<file path="src/rtl/fetch_unit.sv">
// Instruction fetch stage: in-order word-aligned requests to instruction
// memory, DEPTH-entry prefetch queue toward decode, and redirect handling
// that flushes the queue and discards stale in-flight responses.
// Optional feature macro: FETCH_PERF_EN (adds stall / flushed-response counters).
module fetch_unit #(
  parameter int              XLEN     = 32,
  parameter int              DEPTH    = 4,
  parameter logic [XLEN-1:0] RESET_PC = '0
) (
  input  logic                     clk,
  input  logic                     reset,
  input  logic                     redirect_valid,
  input  logic [XLEN-1:0]          redirect_pc,
  output logic                     imem_req_valid,
  input  logic                     imem_req_ready,
  output logic [XLEN-1:0]          imem_req_addr,
  input  logic                     imem_rsp_valid,
  input  logic [XLEN-1:0]          imem_rsp_data,
  output logic                     inst_valid,
  input  logic                     inst_ready,
  output logic [XLEN-1:0]          inst_pc,
  output logic [XLEN-1:0]          inst_data,
  output logic [$clog2(DEPTH):0]   fifo_level
`ifdef FETCH_PERF_EN
  ,
  output logic [31:0]              perf_stall_cycles,
  output logic [31:0]              perf_flushed_rsp
`endif
);

  localparam int AW = $clog2(DEPTH);
  localparam int CW = AW + 1;
  localparam logic [CW:0] DEPTH_W = (CW+1)'(DEPTH);

  typedef enum logic [1:0] {BOOT, RUN, FLUSH} state_t;

  state_t          state_q, state_d;
  logic [XLEN-1:0] fetch_pc_q, fetch_pc_d;
  logic [XLEN-1:0] rsp_pc_q, rsp_pc_d;     // pc belonging to the next response to capture
  logic [CW-1:0]   outst_q, outst_d;
  logic [CW-1:0]   discard_q, discard_d;
  logic [CW-1:0]   count_q, count_d;
  logic [AW-1:0]   wr_ptr_q, wr_ptr_d, rd_ptr_q, rd_ptr_d;
  logic [XLEN-1:0] pc_mem   [DEPTH];
  logic [XLEN-1:0] data_mem [DEPTH];

  logic [XLEN-1:0] redir_pc;
  logic [CW:0]     in_use;
  logic            credit_ok, req_fire, rsp_fire, push, pop;
  logic            unused_redir_lsbs;

  assign unused_redir_lsbs = ^redirect_pc[1:0];
  assign redir_pc  = {redirect_pc[XLEN-1:2], 2'b00};

  // Credits count both queued entries and responses still in flight, so a
  // returning response always has a slot waiting for it.
  assign in_use    = {1'b0, outst_q} + {1'b0, count_q};
  assign credit_ok = in_use < DEPTH_W;

  assign imem_req_valid = (state_q == RUN) && credit_ok;
  assign imem_req_addr  = fetch_pc_q;
  assign req_fire       = imem_req_valid && imem_req_ready;
  // A response with nothing outstanding (e.g. one crossing a reset) is ignored.
  assign rsp_fire       = imem_rsp_valid && (outst_q != '0);
  assign push           = rsp_fire && (state_q == RUN) && !redirect_valid;
  assign inst_valid     = (count_q != '0);
  assign pop            = inst_valid && inst_ready && !redirect_valid;
  assign inst_pc        = inst_valid ? pc_mem[rd_ptr_q]   : '0;
  assign inst_data      = inst_valid ? data_mem[rd_ptr_q] : '0;
  assign fifo_level     = count_q;

  // Next-state: FSM, fetch pointer, credit/discard counters and queue pointers.
  always_comb begin
    state_d    = state_q;
    fetch_pc_d = fetch_pc_q;
    rsp_pc_d   = rsp_pc_q;
    discard_d  = discard_q;
    outst_d    = outst_q + CW'(req_fire) - CW'(rsp_fire);
    count_d    = count_q + CW'(push) - CW'(pop);
    wr_ptr_d   = push ? wr_ptr_q + AW'(1) : wr_ptr_q;
    rd_ptr_d   = pop  ? rd_ptr_q + AW'(1) : rd_ptr_q;
    if (req_fire) fetch_pc_d = fetch_pc_q + XLEN'(4);
    if (push)     rsp_pc_d   = rsp_pc_q + XLEN'(4);
    if (redirect_valid) begin
      // Everything still in flight after this edge belongs to the old path.
      fetch_pc_d = redir_pc;
      rsp_pc_d   = redir_pc;
      discard_d  = outst_d;
      state_d    = (outst_d != '0) ? FLUSH : RUN;
      count_d    = '0;
      wr_ptr_d   = '0;
      rd_ptr_d   = '0;
    end else begin
      case (state_q)
        BOOT:  state_d = RUN;
        FLUSH: begin
          discard_d = discard_q - CW'(rsp_fire);
          if (discard_d == '0) state_d = RUN;
        end
        default: ;
      endcase
    end
  end

  // State registers with synchronous active-low reset.
  always_ff @(posedge clk) begin
    if (!reset) begin
      state_q    <= BOOT;
      fetch_pc_q <= RESET_PC;
      rsp_pc_q   <= RESET_PC;
      outst_q    <= '0;
      discard_q  <= '0;
      count_q    <= '0;
      wr_ptr_q   <= '0;
      rd_ptr_q   <= '0;
    end else begin
      state_q    <= state_d;
      fetch_pc_q <= fetch_pc_d;
      rsp_pc_q   <= rsp_pc_d;
      outst_q    <= outst_d;
      discard_q  <= discard_d;
      count_q    <= count_d;
      wr_ptr_q   <= wr_ptr_d;
      rd_ptr_q   <= rd_ptr_d;
    end
  end

  // Queue storage; contents are only visible through the valid-gated head.
  always_ff @(posedge clk) begin
    if (reset && push) begin
      pc_mem[wr_ptr_q]   <= rsp_pc_q;
      data_mem[wr_ptr_q] <= imem_rsp_data;
    end
  end

`ifdef FETCH_PERF_EN
  // Saturating counters: RUN cycles without an accepted request, dropped responses.
  always_ff @(posedge clk) begin
    if (!reset) begin
      perf_stall_cycles <= '0;
      perf_flushed_rsp  <= '0;
    end else begin
      if ((state_q == RUN) && !req_fire && (perf_stall_cycles != '1))
        perf_stall_cycles <= perf_stall_cycles + 32'd1;
      if (rsp_fire && !push && (perf_flushed_rsp != '1))
        perf_flushed_rsp <= perf_flushed_rsp + 32'd1;
    end
  end
`endif

endmodule

</file>
<file path="config.mk">
export PLATFORM = sky130hd
export DESIGN_NAME = fetch_unit
export DESIGN_NICKNAME = d
export VERILOG_FILES = /design/src/rtl/fetch_unit.sv
export SDC_FILE = /design/constraint.sdc
export NUM_CORES = 1
export LEC_CHECK = 0
export ABC_AREA = 0
export CAP_MARGIN = 20
export CORE_ASPECT_RATIO = 0.75
export CORE_UTILIZATION = 50
export DETAILED_ROUTE_END_ITERATION = 7
export GPL_ROUTABILITY_DRIVEN = 0
export PLACE_DENSITY = 0.78
export SLEW_MARGIN = 20
export SYNTH_ARGS = -nofsm -noshare
export SYNTH_HDL_FRONTEND = slang
export SYNTH_SLANG_ARGS = --single-unit
</file>
<file path="constraint.sdc">
create_clock -name clk -period 3.2 [get_ports clk]
set_input_delay 0.64 -clock clk [delete_from_list [all_inputs] [get_ports clk]]
set_output_delay 0.64 -clock clk [all_outputs]
set_load 0.02 [all_outputs]
</file>
==> run_results.csv <==
group,metric,value,unit
logic_synthesis,synth_flop_cell,"edfxtp_1",
clocking,ctsHoldBuffers,0,
setup_path,cp_max_fo,5,
routing,antenna_left,0,
power_and_ir_drop,irDropWorstVdd,415,uV
timing,relSlewSlack,58.0,%
logic_synthesis,synth_area_leaders,"edfxtp_1, dfxtp_1, mux4_2",
floorplanning,ioPinCount,171,
timing,finalSetupViolations,0,
placement,dp_hpwl,19.6,mm
cells_and_area,nets,1150,
setup_path,cp.buffers_inverters,2,
power_and_ir_drop,power_frac_seq,50.4,%
setup_path,reg2regPathDepth,14,
min_path,worst_hold_path.num_cells,2,
setup_path,worstReg2RegEnd,"state_q[0]$_SDFFE_PN0P_",
setup_path,crit_type,"reg -> out",
setup_path,cpLargestDelayFamily,"buffers and inverters",
global_routing,overflow,0,
clocking,clock-sinks,325,
routing,vias,8164,
cells_and_area,area_growth,24.8,%
placement,port-buffer-count,164,
timing,fin_crit_sh,97.3,%
timing,hold_slack,518,ps
clocking,clock_path_buffers,3,
routing,vias_per_cell,5.70,
setup_path,cp.arrival,2470,ps
min_path,holdCritStartpoint,"wr_ptr_q[1]$_SDFFE_PP0P_",
setup_path,crit_path_top_delay_cell,"clkdlybuf4s50_1",
timing,timing.fmax,321,MHz
timing,worst_clock_skew,17.7,ps
floorplanning,row_count,51,
logic_synthesis,synth_top_area_share,55.1,%
global_routing,grt_max_degree,65,
timing,worst_pin_slew,625,ps
global_routing,antenna_found_initial,0,
setup_path,timing.rr.start,"fifo_level[2]$_SDFF_PP0_",
setup_path,cp_cell_sequence,"buf_4 > mux4_2 > nor2b_1 > clkdlybuf4s50_1",
setup_path,cp.required,2560,ps
global_routing,grt_pass1_wl,46.4,mm
logic_synthesis,synth-edff-count,248,
min_path,hp-class,"reg -> reg",
power_and_ir_drop,p_sw_share,23.1,%
timing,drv_slew,0,
floorplanning,core_area,26200,sq um
outcome,outcome,"finished clean",
floorplanning,fp.dieW,192,microns
cells_and_area,diodes,0,
cells_and_area,utilization,64.3,%
logic_synthesis,postSynth.asyncResetShare,0,%
power_and_ir_drop,p_leak,0.00567,uW
cells_and_area,drive_above_1_share,15.2,%
power_and_ir_drop,cell_internal_pwr,7360,uW
routing,drt_wl_total,30.4,mm
timing,finalCriticalPeriod,3110,ps
power_and_ir_drop,switching_power,2210,uW
timing,rsz0062_at_grt,"no",
setup_path,cp-start-kind,"register",
setup_path,path_depth,4,
placement,dpl_cell_area,15700,sq um
power_and_ir_drop,pwr_density_cell,567,nW/um^2
floorplanning,die_h,144,microns
clocking,cts_tree,"done",
min_path,hold_end,"wr_ptr_q[1]$_SDFFE_PP0P_",
logic_synthesis,yosysWarningCount,0,
floorplanning,start_util,51.5,%
cells_and_area,finalInstanceArea,16900,sq um
logic_synthesis,syn_inst,879,
logic_synthesis,synth_cell_types,52,
clocking,clkTransAtPathRegs,60,ps
routing,drtIter0Drc,552,
logic_synthesis,synth_seq_cells,325,
flow_run,drv_cap,0,
setup_path,cpPeakStageDelay,560,ps
power_and_ir_drop,pwr-share-comb,9.8,%
logic_synthesis,synth_area,13500,sq um
clocking,clk-insertion-delay-late,570,ps
routing,wire_per_inst,21.2,microns
timing,setup_tns,0,ps
routing,firstDrtPassIters,4,
logic_synthesis,synth-seq-area-share,66.5,%
timing,final_hold_viol_count,0,
setup_path,worst_setup_path_end_kind,"output port",
routing,drc,0,
clocking,h-tree-depth,1,
logic_synthesis,synth_top_area_cell,"edfxtp_1",
global_routing,grt_pass1_vias,8038,
logic_synthesis,post_synth.cell_area_avg,15.4,sq um
floorplanning,dieArea,27700,sq um
global_routing,track_usage,22.4,%
power_and_ir_drop,clkPwrFrac,39.8,%
clocking,numCtsBuffers,31,
clocking,cts_root_buf,"clkbuf_16",
setup_path,ff2ff_setup_slack,300,ps
==> kinds of logic (layout without fill, tap and decap cells) <==
family	after synthesis	in the layout	synth area share, %
other	1	4	0.0277
adders and majority gates	16	16	1.59
DFF	325	325	66.5
xor gates and xnor gates	60	60	3.89
muxes	63	63	10.4
buffers and inverters	67	273	2.13
AOI/OAI and AO/OA	109	109	4.54
and+or+nand+nor	238	238	10.9
==> cell usage after synthesis (all sizes together), types with 21 or more instances <==
| library cell | n |
|---|---|
| xnor2 | 27 |
| a21oi | 52 |
| edfxtp | 248 |
| o21ai | 33 |
| xor2 | 33 |
| nand4 | 35 |
| clkbuf | 32 |
| nand2 | 31 |
| nand3 | 22 |
| nor2b | 68 |
| dfxtp | 77 |
| nor2 | 21 |
| mux4 | 62 |
==> metrics by stage <==
step,setup WS (ps),std cells,total power (uW)
after floorplan,24.1,882,5430
after global placement,183,1370,5810
after detailed placement,140,1370,5840
after CTS,28.2,1429,9620
after global routing,1.26,1432,9910
final,87.7,1432,9570
==> power groups by stage <==
stage / clock network, uW / registers, uW / logic [uW]
after floorplan: 0 / 4900 / 538
after global placement: 0 / 4900 / 915
after detailed placement: 0 / 4900 / 937
after CTS: 3860 / 4810 / 945
after global routing: 4040 / 4830 / 1030
final: 3810 / 4820 / 938
==> placed cells by master, fill, tap and decap left out, drive strengths merged, types with 27 or more instances in the layout <==
| cell | count |
|---|---|
| mux4 | 62 |
| clkbuf | 36 |
| nor2b | 68 |
| buf | 33 |
| xnor2 | 27 |
| dfxtp | 77 |
| clkdlybuf4s50 | 153 |
| nand4 | 35 |
| a21oi | 52 |
| o21ai | 33 |
| nand2 | 31 |
| edfxtp | 248 |
| xor2 | 33 |
==> timing repair <==
action                                  4_1_cts  5_1_grt
resized for setup                             0       11
endpoints found under the setup margin       51       16
buffers inserted                              2        3
==> final cells by class <==
class | count | area (sq um)
Multi-Input combinational cell | 490 | 4260
Inverter | 19 | 71.3
Fill cell | 1895 | 9350
Sequential cell | 325 | 8990
Timing Repair Buffer | 197 | 2050
Tap cell | 344 | 430
Clock inverter | 21 | 265
Clock buffer | 36 | 795
==> registers in the layout, summed over array words and instances, names as in the netlist, 3 cells and up, named ones only <==
| name | count |
|---|---|
| discard_q | 3 |
| outst_q | 3 |
| pc_mem | 120 |
| data_mem | 128 |
| imem_req_addr | 30 |
| fifo_level | 3 |
| rsp_pc_q | 30 |
==> metal layers <==
metal	up-vias	routed length [microns]	GRT usage, %
li1	3741	-	-
met1	4049	13300	31.7
met2	329	14300	35.6
met3	45	2180	4.32
met4	0	624	6.31
met5	-	0	0
==> tightest hold or removal path, cell delays in order, from the launching register on <==
cell and delay, ps:
dfxtp_1 350, nand2_1 70, a21oi_1 60
==> how the worst max path moves through the flow <==
| stage | from | endpoint | slack (ps) |
|---|---|---|---|
| finish | register | inst_pc[3] | 90 |
| global route | register | inst_pc[29] | 1 |
| CTS | register | inst_pc[13] | 30 |
| detailed placement | imem_rsp_valid | state_q[0]$_SDFFE_PN0P_ | 140 |
| global placement | imem_req_ready | state_q[0]$_SDFFE_PN0P_ | 180 |
| floorplan | imem_rsp_valid | data_mem[0][0]$_DFFE_PP_ | 20 |
No activity file was read; power rests on OpenSTA's default activity.
